==> config.mk <==
export PLATFORM = sky130hd
export DESIGN_NAME = hermes_adc_scan
export DESIGN_NICKNAME = d
export VERILOG_FILES = /design/src/rtl/hermes_adc_scan.sv
export SDC_FILE = /design/constraint.sdc
export NUM_CORES = 1
export LEC_CHECK = 0
export ABC_AREA = 1
export ABC_CLOCK_PERIOD_IN_PS = 2000
export BUFFER_PORTS_ARGS = -buffer_cell sky130_fd_sc_hd__buf_4
export CORE_ASPECT_RATIO = 1.4
export CORE_MARGIN = 8
export CORE_UTILIZATION = 57
export DETAILED_ROUTE_END_ITERATION = 16
export PLACE_DENSITY = 0.86
export SETUP_SLACK_MARGIN = 0.1
export SLEW_MARGIN = 10
export SYNTH_ARGS = -nofsm -noshare
export SYNTH_HDL_FRONTEND = slang
export SYNTH_SLANG_ARGS = --single-unit
==> constraint.sdc <==
create_clock -name clock -period 2 [get_ports clock]
set_input_delay 0.4 -clock clock [delete_from_list [all_inputs] [get_ports clock]]
set_output_delay 0.4 -clock clock [all_outputs]
set_load 0.1 [all_outputs]
==> src/rtl/hermes_adc_scan.sv <==
// hermes_adc_scan: round-robin SPI scanner for the ADC78H90 8-channel 12-bit ADC.
// Each 16-bit frame sends the channel pointer in bits [13:11]. The word returned in
// the same frame belongs to the address sent in the previous frame. A full sweep is
// copied to ain as one coherent snapshot, flagged by a one-cycle ain_valid pulse.
// Optional feature macro: ADC_PEAK_HOLD_EN (per-channel peak hold for channels set in
// PEAK_MASK, with a four-phase pk_detect_reset/pk_detect_ack handshake).
// Ports:
//   clock, reset_n        system clock, asynchronous active-low reset
//   scan_enable           level; high = sweep continuously
//   SCLK, nCS, MOSI       ADC serial clock, chip select (active low), control word out
//   MISO                  ADC conversion data in
//   ain[12*NUM_CH-1:0]    snapshot; channel i at [12i+11:12i]
//   ain_valid             one-cycle strobe when a new snapshot is on ain
//   pk_detect_reset       peak-interval restart request (level, synchronous to clock)
//   pk_detect_ack         acknowledge of pk_detect_reset
module hermes_adc_scan #(
    parameter int unsigned NUM_CH    = 6,
    parameter int unsigned SCLK_DIV  = 2,
    parameter logic [7:0]  PEAK_MASK = 8'b0000_0011
) (
    input  logic                  clock,
    input  logic                  reset_n,
    input  logic                  scan_enable,
    output logic                  SCLK,
    output logic                  nCS,
    output logic                  MOSI,
    input  logic                  MISO,
    output logic [12*NUM_CH-1:0]  ain,
    output logic                  ain_valid,
    input  logic                  pk_detect_reset,
    output logic                  pk_detect_ack
);

    localparam int unsigned PW = (NUM_CH > 1) ? $clog2(NUM_CH) : 1;
    localparam int unsigned DW = $clog2(2 * SCLK_DIV + 1);
    localparam int unsigned SW = 12;

    typedef enum logic [2:0] {
        S_IDLE,
        S_CS_HIGH,
        S_BIT_LO,
        S_BIT_HI,
        S_STORE
    } state_e;

    state_e             state_q, state_d;
    logic [DW-1:0]      div_q, div_d;
    logic [3:0]         bit_q, bit_d;
    logic [PW-1:0]      ptr_q, ptr_d;
    logic [PW-1:0]      prev_q, prev_d;
    logic               prev_vld_q, prev_vld_d;
    logic [SW-1:0]      shift_q, shift_d;
    logic               sclk_q, sclk_d;
    logic               ncs_q, ncs_d;
    logic               mosi_q, mosi_d;
    logic [12*NUM_CH-1:0] ain_q, ain_d;
    logic               ain_vld_q, ain_vld_d;
    logic [SW-1:0]      samp_q [NUM_CH];
    logic [SW-1:0]      samp_d [NUM_CH];
    logic [15:0]        ctrl_word;
    logic               wr_en;
    logic               snap;

    assign ctrl_word = {2'b00, 3'(ptr_q), 11'h000};

    // Frame sequencer: next state, bit/divider counters, pointer bookkeeping, pin levels
    always_comb begin
        state_d    = state_q;
        div_d      = div_q;
        bit_d      = bit_q;
        ptr_d      = ptr_q;
        prev_d     = prev_q;
        prev_vld_d = prev_vld_q;
        shift_d    = shift_q;
        wr_en      = 1'b0;
        snap       = 1'b0;
        unique case (state_q)
            S_IDLE: begin
                if (scan_enable) begin
                    state_d    = S_CS_HIGH;
                    div_d      = '0;
                    ptr_d      = '0;
                    prev_vld_d = 1'b0;
                end
            end
            S_CS_HIGH: begin
                if (div_q == DW'(2 * SCLK_DIV - 1)) begin
                    state_d = S_BIT_LO;
                    div_d   = '0;
                    bit_d   = '0;
                end else begin
                    div_d = div_q + DW'(1);
                end
            end
            S_BIT_LO: begin
                if (div_q == DW'(SCLK_DIV - 1)) begin
                    state_d = S_BIT_HI;
                    div_d   = '0;
                end else begin
                    div_d = div_q + DW'(1);
                end
            end
            S_BIT_HI: begin
                if (div_q == DW'(SCLK_DIV - 1)) begin
                    // Only the low 12 received bits survive; the 4 leading zeros shift out.
                    shift_d = {shift_q[SW-2:0], MISO};
                    div_d   = '0;
                    if (bit_q == 4'd15) begin
                        state_d = S_STORE;
                    end else begin
                        state_d = S_BIT_LO;
                        bit_d   = bit_q + 4'd1;
                    end
                end else begin
                    div_d = div_q + DW'(1);
                end
            end
            S_STORE: begin
                // Returned data belongs to the previous frame's address.
                wr_en      = prev_vld_q;
                snap       = prev_vld_q && (prev_q == PW'(NUM_CH - 1));
                prev_vld_d = 1'b1;
                prev_d     = ptr_q;
                ptr_d      = (ptr_q == PW'(NUM_CH - 1)) ? '0 : ptr_q + PW'(1);
                div_d      = '0;
                state_d    = scan_enable ? S_CS_HIGH : S_IDLE;
            end
            default: state_d = S_IDLE;
        endcase

        sclk_d = (state_d == S_BIT_HI);
        ncs_d  = !((state_d == S_BIT_LO) || (state_d == S_BIT_HI));
        mosi_d = ncs_d ? 1'b0 : ctrl_word[4'd15 - bit_d];
    end

    // Per-channel sample registers
    always_comb begin
        for (int i = 0; i < NUM_CH; i++) begin
            samp_d[i] = samp_q[i];
            if (wr_en && (prev_q == PW'(i))) begin
                samp_d[i] = shift_q;
            end
        end
    end

`ifdef ADC_PEAK_HOLD_EN
    logic [SW-1:0] peak_q [NUM_CH];
    logic [SW-1:0] peak_d [NUM_CH];
    logic          ack_q, ack_d;
    logic          reload;

    // Peak tracking; a handshake reload at a snapshot overrides the running max
    always_comb begin
        reload = snap && pk_detect_reset && !ack_q;
        for (int i = 0; i < NUM_CH; i++) begin
            peak_d[i] = peak_q[i];
            if (PEAK_MASK[i]) begin
                if (reload) begin
                    peak_d[i] = samp_d[i];
                end else if (wr_en && (prev_q == PW'(i)) && (shift_q > peak_q[i])) begin
                    peak_d[i] = shift_q;
                end
            end
        end
        ack_d = ack_q;
        if (reload) begin
            ack_d = 1'b1;
        end else if (ack_q && !pk_detect_reset) begin
            ack_d = 1'b0;
        end
        ain_d = ain_q;
        if (snap) begin
            for (int i = 0; i < NUM_CH; i++) begin
                ain_d[12*i +: 12] = PEAK_MASK[i] ? peak_d[i] : samp_d[i];
            end
        end
    end

    always_ff @(posedge clock or negedge reset_n) begin
        if (!reset_n) begin
            for (int i = 0; i < NUM_CH; i++) begin
                peak_q[i] <= '0;
            end
            ack_q <= 1'b0;
        end else begin
            for (int i = 0; i < NUM_CH; i++) begin
                peak_q[i] <= peak_d[i];
            end
            ack_q <= ack_d;
        end
    end

    assign pk_detect_ack = ack_q;
`else
    logic unused_pk;

    // Snapshot of raw samples
    always_comb begin
        ain_d = ain_q;
        if (snap) begin
            for (int i = 0; i < NUM_CH; i++) begin
                ain_d[12*i +: 12] = samp_d[i];
            end
        end
    end

    assign unused_pk     = pk_detect_reset ^ PEAK_MASK[0];
    assign pk_detect_ack = 1'b0;
`endif

    assign ain_vld_d = snap;

    // State and datapath registers
    always_ff @(posedge clock or negedge reset_n) begin
        if (!reset_n) begin
            state_q    <= S_IDLE;
            div_q      <= '0;
            bit_q      <= '0;
            ptr_q      <= '0;
            prev_q     <= '0;
            prev_vld_q <= 1'b0;
            shift_q    <= '0;
            sclk_q     <= 1'b0;
            ncs_q      <= 1'b1;
            mosi_q     <= 1'b0;
            ain_q      <= '0;
            ain_vld_q  <= 1'b0;
            for (int i = 0; i < NUM_CH; i++) begin
                samp_q[i] <= '0;
            end
        end else begin
            state_q    <= state_d;
            div_q      <= div_d;
            bit_q      <= bit_d;
            ptr_q      <= ptr_d;
            prev_q     <= prev_d;
            prev_vld_q <= prev_vld_d;
            shift_q    <= shift_d;
            sclk_q     <= sclk_d;
            ncs_q      <= ncs_d;
            mosi_q     <= mosi_d;
            ain_q      <= ain_d;
            ain_vld_q  <= ain_vld_d;
            for (int i = 0; i < NUM_CH; i++) begin
                samp_q[i] <= samp_d[i];
            end
        end
    end

    assign SCLK      = sclk_q;
    assign nCS       = ncs_q;
    assign MOSI      = mosi_q;
    assign ain       = ain_q;
    assign ain_valid = ain_vld_q;

endmodule

==> results of run 1 <==
-- layout make-up --
cell class / instances / area share [%]
Tap cell: 144 / 2.24
Clock inverter: 10 / 1.65
Sequential cell: 165 / 51.4
Inverter: 106 / 4.95
Multi-Input combinational cell: 391 / 22.7
Timing Repair Buffer: 105 / 11.4
Clock buffer: 19 / 5.64
-- power groups by stage --
stage | sequential [µW] | combinational (µW) | clock (µW)
after floorplan | 3420 | 33.7 | 0
after global placement | 3420 | 132 | 0
after detailed placement | 3420 | 138 | 0
after CTS | 3360 | 142 | 3290
after global routing | 3360 | 157 | 3470
final | 3360 | 140 | 3280
-- how the worst min path moves through the flow --
| stage | startpoint | to | slack [ns] | depth (start not counted) |
|---|---|---|---|---|
| floorplan | reset_n | MOSI | 0.10 | 0 |
| global placement | reset_n | ain[32] | 0.39 | 1 |
| detailed placement | reset_n | ain[32] | 0.39 | 1 |
| CTS | MISO | shift_q[0] | 0.24 | 3 |
| global route | MISO | shift_q[0] | 0.29 | 3 |
| finish | MISO | shift_q[0] | 0.25 | 3 |
-- registers in the layout, indices dropped and copies added (netlist names) --
| name | flops |
|---|---|
| ain | 72 |
| nCS | 1 |
| SCLK | 1 |
| shift_q | 12 |
| MOSI | 1 |
| prev_vld_q | 1 |
| ptr_q | 3 |
| div_q | 3 |
| ain_valid | 1 |
| state_q | 3 |
| bit_q | 4 |
| prev_q | 3 |
| samp_q | 60 |
-- logic make-up (layout without fill, tap and decap cells) --
family	Yosys count	after routing
flops	165	165
other cells	1	1
buf+inv	137	240
compound gates	160	160
xor+xnor	1	1
mux	1	1
simple gates	223	223
fa+ha+maj	5	5
-- critical path: stages (launching register included) --
cell and delay (ns):
sky130_fd_sc_hd__dfrtp_2 0.44, sky130_fd_sc_hd__nor2_2 0.15, sky130_fd_sc_hd__nand2_1 0.10, sky130_fd_sc_hd__inv_2 0.09
sky130_fd_sc_hd__nand2_4 0.11, sky130_fd_sc_hd__nor4_4 0.29, sky130_fd_sc_hd__buf_4 0.19, sky130_fd_sc_hd__buf_6 0.21
sky130_fd_sc_hd__nand2_1 0.08, sky130_fd_sc_hd__o21ai_0 0.23
-- placed cells by master (no fill, tap or decap), types with 2 or more instances in the layout --
cell	n
sky130_fd_sc_hd__a21oi_1	55
sky130_fd_sc_hd__buf_12	6
sky130_fd_sc_hd__buf_4	92
sky130_fd_sc_hd__buf_6	3
sky130_fd_sc_hd__bufinv_16	3
sky130_fd_sc_hd__clkbuf_16	19
sky130_fd_sc_hd__clkbuf_8	2
sky130_fd_sc_hd__clkinv_2	4
sky130_fd_sc_hd__clkinvlp_4	3
sky130_fd_sc_hd__dfrtp_1	163
sky130_fd_sc_hd__ha_1	5
sky130_fd_sc_hd__inv_1	105
sky130_fd_sc_hd__nand2_1	131
sky130_fd_sc_hd__nand3_1	16
sky130_fd_sc_hd__nand4_1	3
sky130_fd_sc_hd__nor2_1	65
sky130_fd_sc_hd__nor2_4	4
sky130_fd_sc_hd__o21ai_0	88
sky130_fd_sc_hd__o21ai_1	12
sky130_fd_sc_hd__o22ai_1	3
-- through the flow --
| stage | cell area (µm²) | setup slack [ns] | setup TNS [ns] |
|---|---|---|---|
| after floorplan | 6570 | 0.395 | 0 |
| after global placement | 7350 | 0.238 | 0 |
| after detailed placement | 7350 | 0.168 | 0 |
| after CTS | 7950 | 0.118 | 0 |
| after global routing | 8040 | -0.132 | -0.132 |
| final | 8040 | -0.0429 | -0.0429 |
-- what timing repair did --
item	CTS	global route
buffers inserted	0	3
hold buffers	1	0
setup endpoints to repair	0	58
resized for setup	0	6
endpoints found under the hold margin	50	0
-- routing by layer --
metal,wire [µm],up-vias,GRT usage (%)
met3,1180,50,5.73
li1,-,2353,-
met5,0,-,0
met4,760,0,10.5
met2,8710,259,37.7
met1,6280,2502,25.1
==> impl_results.rst, run 1 <==
.. list-table::
   :header-rows: 1

   * - Metric
     - Value
   * - Outcome
     - complete, but fails checks
   * - Failing checks
     - setup timing
   * - Worst hold-check path type
     - in -> reg
   * - Measured slew at the worst slew-check pin
     - 0.561 ns
   * - Number of antenna violations at the first check in global routing
     - 0
   * - Synth Area in XOR/XNOR
     - 0.133%
   * - Number of max-slew violations in the final report
     - 0
   * - Post-synthesis instance area
     - 6570 µm²
   * - Multi-input gate area in the final layout
     - 1820 µm²
   * - Switching pwr
     - 1410 µW
   * - Most numerous cell types in the synthesized netlist
     - sky130_fd_sc_hd__dfrtp_1, sky130_fd_sc_hd__nand2_1, sky130_fd_sc_hd__inv_1, sky130_fd_sc_hd__o21ai_0, sky130_fd_sc_hd__nor2_1
   * - Sequential share of power
     - 49.5%
   * - Die Footprint
     - 15300 µm²
   * - Worst slew slack as a fraction of its limit
     - 62.2%
   * - H-tree lvl count
     - 4
   * - Finish-stage setup viols
     - 1
   * - Boundary Pins
     - 82
   * - Clock Skews
     - 0.0105 ns
   * - Critical path capture point type
     - flop
   * - Multiplexer share of the synthesized area
     - 0.152%
   * - DR WL/cell
     - 18.0 µm
   * - Endpoint of the worst setup timing path
     - ain[12]
   * - Quantity of I/O buffers inserted on ports
     - 79
   * - Count of warnings emitted by yosys
     - 0
   * - Number of inserted diodes
     - 0
   * - Internal Power
     - 5370 µW
   * - Cts bufs inserted
     - 17
   * - Number of nets with antenna violations after routing
     - 0
   * - Most instantiated library cell after synthesis
     - sky130_fd_sc_hd__dfrtp_1
   * - Post-synthesis area per instance
     - 9.48 µm²
   * - Synthesized-area fraction occupied by adder cells
     - 0.952%
   * - Final Cycle Share
     - 102%
   * - Area of the core
     - 11300 µm²
   * - Wire length of the first global-routing pass
     - 26.0 mm
   * - Most common flop cell mapped by yosys
     - sky130_fd_sc_hd__dfrtp_1
   * - Clock tree buffer depth
     - 2
   * - Standard-cell row count
     - 46
   * - Main combinational cell family by area after synthesis
     - simple AND/OR/NAND/NOR gates
   * - Logic gate share of total power
     - 2.1%
   * - Synthesis-to-finish area growth
     - 22.3%
   * - Clock Root Buffer
     - sky130_fd_sc_hd__clkbuf_16
   * - Core utilization of the finished layout
     - 71.2%
   * - Post-synthesis simple-gate area fraction
     - 14.0%
   * - Pin count of the biggest net entering global routing
     - 84
   * - Critical Path Start
     - state_q[1]
   * - Worst r2r dst
     - ain[12]
   * - Critical Path Source Type
     - flop
   * - Number of distinct library cells after synthesis
     - 26
   * - CTS tree
     - yes
   * - Path depth of the worst reg2reg path
     - 9
   * - Setup repair after global routing missed its margin
     - true
   * - Total power density per cell area
     - 844 nW/µm²
   * - Total congestion overflow after global routing
     - 0
   * - Clock sink count
     - 165
   * - Half-perimeter wire length after placement
     - 10.2 mm
   * - Max Cap Violations
     - 0
   * - Max VDD drop
     - 605 µV
   * - Pre-antenna DRT Iters
     - 6
   * - Ranking of synthesized cells by area
     - sky130_fd_sc_hd__dfrtp_1, sky130_fd_sc_hd__nand2_1, sky130_fd_sc_hd__o21ai_0
   * - Required time of the critical path
     - 2.26 ns
   * - Routed vias
     - 5164
   * - DRC marker count from the first detailed-route iteration
     - 446
   * - Post-route DRC violation count
     - 0
   * - Time the worst path needs with I/O delays and setup
     - 2.04 ns
   * - Async set-or-reset flop fraction in the synthesized netlist
     - 100%
   * - Compound-gate portion of the synthesized area
     - 12.4%
   * - Pleak
     - 0.00397 µW
   * - Storage cell area
     - 4130 µm²
   * - Floorplan die height
     - 143 µm
   * - Final Hold Fails
     - 0
   * - Filler Cell Count
     - 761
   * - Largest driver fanout on the critical path
     - 21
   * - Cells after synthesis
     - 693
   * - Worst hold margin
     - 0.251 ns
   * - Combined global-route utilization of all metal layers
     - 22.1%
   * - Clock slew seen by the registers of the worst setup and hold paths
     - 0.07 ns
   * - Max Clock Freq
     - 489 MHz
   * - Power Total
     - 6780 µW
   * - Number of synthesized flops with an enable pin
     - 0
   * - Initial Util
     - 58.2%
   * - Count of state elements after synthesis
     - 165
   * - Nets@finish
     - 796
   * - Detailed-route wire length
     - 16.9 mm
   * - Yosys top cell area share
     - 62.5%
   * - Start-to-end type of the worst setup path
     - reg -> reg
   * - Post-placement cell count
     - 904
   * - Net count after synthesis
     - 703
   * - Placer Congestion
     - 0.799
   * - Area leader, netlist
     - sky130_fd_sc_hd__dfrtp_1
   * - Clock power frac
     - 48.4%
   * - Minimum setup slack in the final design
     - -0.0429 ns
   * - Data arrival time of the critical path
     - 2.31 ns
   * - Latest clock arrival within the worst-skew pair
     - 0.43 ns
   * - Vias per Instance
     - 5.49
   * - Minimum setup slack among reg-to-reg paths
     - -0.04 ns
   * - Sequential fraction of the synthesis area
     - 62.9%
   * - Final cell count without fillers
     - 940
   * - Switching power share of the total
     - 20.8%
   * - Via count of the first global-routing pass
     - 5137
   * - Share of final-layout standard cells stronger than drive strength 1
     - 18.1%
   * - Reg-to-reg critical path startpoint
     - state_q[1]
   * - Die Wd
     - 107 µm
Power figures use the tool's default switching activity.
==> inputs of run 2 (changes only) <==
RECOVER_POWER = 50   (was unset)
==> impl_results.rst, run 2 (synthesis results as in run 1) <==
.. list-table::
   :header-rows: 1

   * - Metric
     - Value
   * - Post-route DRC violation count
     - 0 (unchanged)
   * - Clock slew seen by the registers of the worst setup and hold paths
     - 0.07 ns (about the same)
   * - Combined global-route utilization of all metal layers
     - 22.1% (unchanged)
   * - Largest driver fanout on the critical path
     - 21 (unchanged)
   * - Initial Util
     - 58.2% (unchanged)
   * - CTS tree
     - yes
   * - Clock tree buffer depth
     - 2 (unchanged)
   * - Core utilization of the finished layout
     - 70.5% (-0.77 points)
   * - Worst slew slack as a fraction of its limit
     - 55.7% (-6.5 points)
   * - Half-perimeter wire length after placement
     - 10.2 mm (unchanged)
   * - Outcome
     - complete, but fails checks
   * - Number of nets with antenna violations after routing
     - 0 (unchanged)
   * - Detailed-route wire length
     - 16.9 mm (about the same)
   * - Number of antenna violations at the first check in global routing
     - 0 (unchanged)
   * - H-tree lvl count
     - 4 (unchanged)
   * - Vias per Instance
     - 5.54 (+0.83%)
   * - Finish-stage setup viols
     - 1 (unchanged)
   * - Clock sink count
     - 165 (unchanged)
   * - DR WL/cell
     - 18.0 µm (about the same)
   * - Wire length of the first global-routing pass
     - 26.0 mm (unchanged)
   * - Via count of the first global-routing pass
     - 5137 (unchanged)
   * - Max Cap Violations
     - 0 (unchanged)
   * - Most frequent standard cell in the layout excluding fill and tap cells
     - sky130_fd_sc_hd__dfrtp_1
   * - Filler Cell Count
     - 788 (+3.5%)
   * - Max Clock Freq
     - 477 MHz (-2.6%)
   * - Latest clock arrival within the worst-skew pair
     - 0.43 ns (about the same)
   * - Die Footprint
     - 15300 µm² (unchanged)
   * - Minimum setup slack in the final design
     - -0.0967 ns (-0.0538 ns)
   * - Total non-filler cell area in the finished layout
     - 7950 µm² (-1.1%)
   * - Floorplan die height
     - 143 µm (unchanged)
   * - Data arrival time of the critical path
     - 2.36 ns (+0.05 ns)
   * - Failing checks
     - setup timing
   * - Max VDD drop
     - 603 µV (-0.37%)
   * - Synthesis-to-finish area growth
     - 21.0%
   * - Setup repair after global routing missed its margin
     - true
   * - Worst hold-check path type
     - in -> reg
   * - Final Cycle Share
     - 105% (+2.7 points)
   * - Measured slew at the worst slew-check pin
     - 0.665 ns (+0.103 ns)
   * - Critical path capture point type
     - flop
   * - Number of max-slew violations in the final report
     - 0 (unchanged)
   * - Start-to-end type of the worst setup path
     - reg -> reg
   * - Storage cell area
     - 4130 µm² (about the same)
   * - Required time of the critical path
     - 2.26 ns (about the same)
   * - Quantity of I/O buffers inserted on ports
     - 79 (unchanged)
   * - Pleak
     - 0.00394 µW (-0.76%)
   * - Share of final-layout standard cells stronger than drive strength 1
     - 17.6% (-0.50 points)
   * - Cts bufs inserted
     - 17 (unchanged)
   * - Time the worst path needs with I/O delays and setup
     - 2.10 ns (+0.0538 ns)
   * - Nets@finish
     - 796 (unchanged)
   * - Multi-input gate area in the final layout
     - 1820 µm² (-0.14%)
   * - Critical Path Source Type
     - flop
   * - Total power density per cell area
     - 852 nW/µm² (+0.97%)
   * - Clock Root Buffer
     - sky130_fd_sc_hd__clkbuf_16
   * - Power Total
     - 6780 µW (-0.11%)
   * - Max FFs per register
     - 72 (unchanged)
   * - Total congestion overflow after global routing
     - 0 (unchanged)
   * - Pre-antenna DRT Iters
     - 5 (-1)
   * - Area of the core
     - 11300 µm² (unchanged)
   * - Most frequent cells in the layout
     - sky130_fd_sc_hd__dfrtp_1, sky130_fd_sc_hd__nand2_1, sky130_fd_sc_hd__inv_1
   * - Area after DPL
     - 7350 µm² (unchanged)
   * - Routed vias
     - 5207 (+0.83%)
   * - Pin count of the biggest net entering global routing
     - 84 (unchanged)
   * - Standard-cell row count
     - 46 (unchanged)
   * - Placer Congestion
     - 0.799 (unchanged)
   * - Final Hold Fails
     - 0 (unchanged)
   * - Worst hold margin
     - 0.254 ns (+0.00286 ns)
   * - Number of inserted diodes
     - 0 (unchanged)
   * - Clock Skews
     - 0.0108 ns (+0.000240 ns)
   * - Boundary Pins
     - 82 (unchanged)
   * - DRC marker count from the first detailed-route iteration
     - 438 (-1.8%)
   * - Die Wd
     - 107 µm (unchanged)
-- run 2: cell count changes in the layout (fill, tap and decap cells not counted), sizes merged --
cell / before / now
buf: 102 / 74
clkbuf: 21 / 49
-- run 2: worst paths after layout --
path                            start    endpoint  slack (ns)  cells past startpoint
setup / recovery           state_q[1]     ain[12]        -0.1                      9
hold / removal                   MISO  shift_q[0]        0.25                      3
setup reg to reg           state_q[1]     ain[12]        -0.1                      9
hold reg to reg            samp_q[23]  samp_q[23]        0.51                      2
max in group asynchronous     reset_n  samp_q[66]        0.46                      3
min in group asynchronous     reset_n  samp_q[41]        0.49                      2
-- run 2: layout make-up --
class	instances	share of cell area, %
Clock inverter	10	1.67
Clock buffer	19	5.70
Timing Repair Buffer	105	10.5
Tap cell	144	2.27
Inverter	106	5.00
Sequential cell	165	52.0
Multi-Input combinational cell	391	22.9
-- run 2: per-layer routing --
metal	global-route usage, %	up-vias	share of wire, %
met1	25.1	2507	37
met3	5.73	59	7.2
met4	10.5	0	4.8
met2	37.7	288	51
li1	-	2353	-
met5	0	-	0
-- run 2: power by group --
group | internal [µW] | total, µW | leakage (µW) | switching, µW
Clock | 2000 | 3280 | 0.000282 | 1280
Sequential | 3350 | 3360 | 0.00223 | 10.7
Combinational | 16.7 | 134 | 0.00143 | 117
-- run 2: timing repair --
| item | 4_1_cts | 5_1_grt |
|---|---|---|
| hold buffers | 1 | 0 |
| resized for setup | 0 | 6 |
| hold endpoints to repair | 50 | 0 |
| endpoints found under the setup margin | 0 | 58 |
| buffers inserted | 0 | 3 |
-- run 2: stage by stage --
stage / TNS [ns] / std cells / setup slack [ns]
3_3_place_gp: 0 / 904 / 0.238
3_5_place_dp: 0 / 904 / 0.168
2_1_floorplan: 0 / 693 / 0.395
5_1_grt: -0.279 / 940 / -0.181
6_report: -0.0967 / 940 / -0.0967
4_1_cts: 0 / 934 / 0.118
-- run 2: worst max-delay path, stage by stage, from the launching register on --
cell	delay (ns)
sky130_fd_sc_hd__dfrtp_1	0.43
sky130_fd_sc_hd__nor2_1	0.19
sky130_fd_sc_hd__nand2_1	0.12
sky130_fd_sc_hd__inv_2	0.09
sky130_fd_sc_hd__nand2_4	0.11
sky130_fd_sc_hd__nor4_4	0.29
sky130_fd_sc_hd__buf_4	0.19
sky130_fd_sc_hd__buf_6	0.21
sky130_fd_sc_hd__nand2_1	0.08
sky130_fd_sc_hd__o21ai_0	0.23
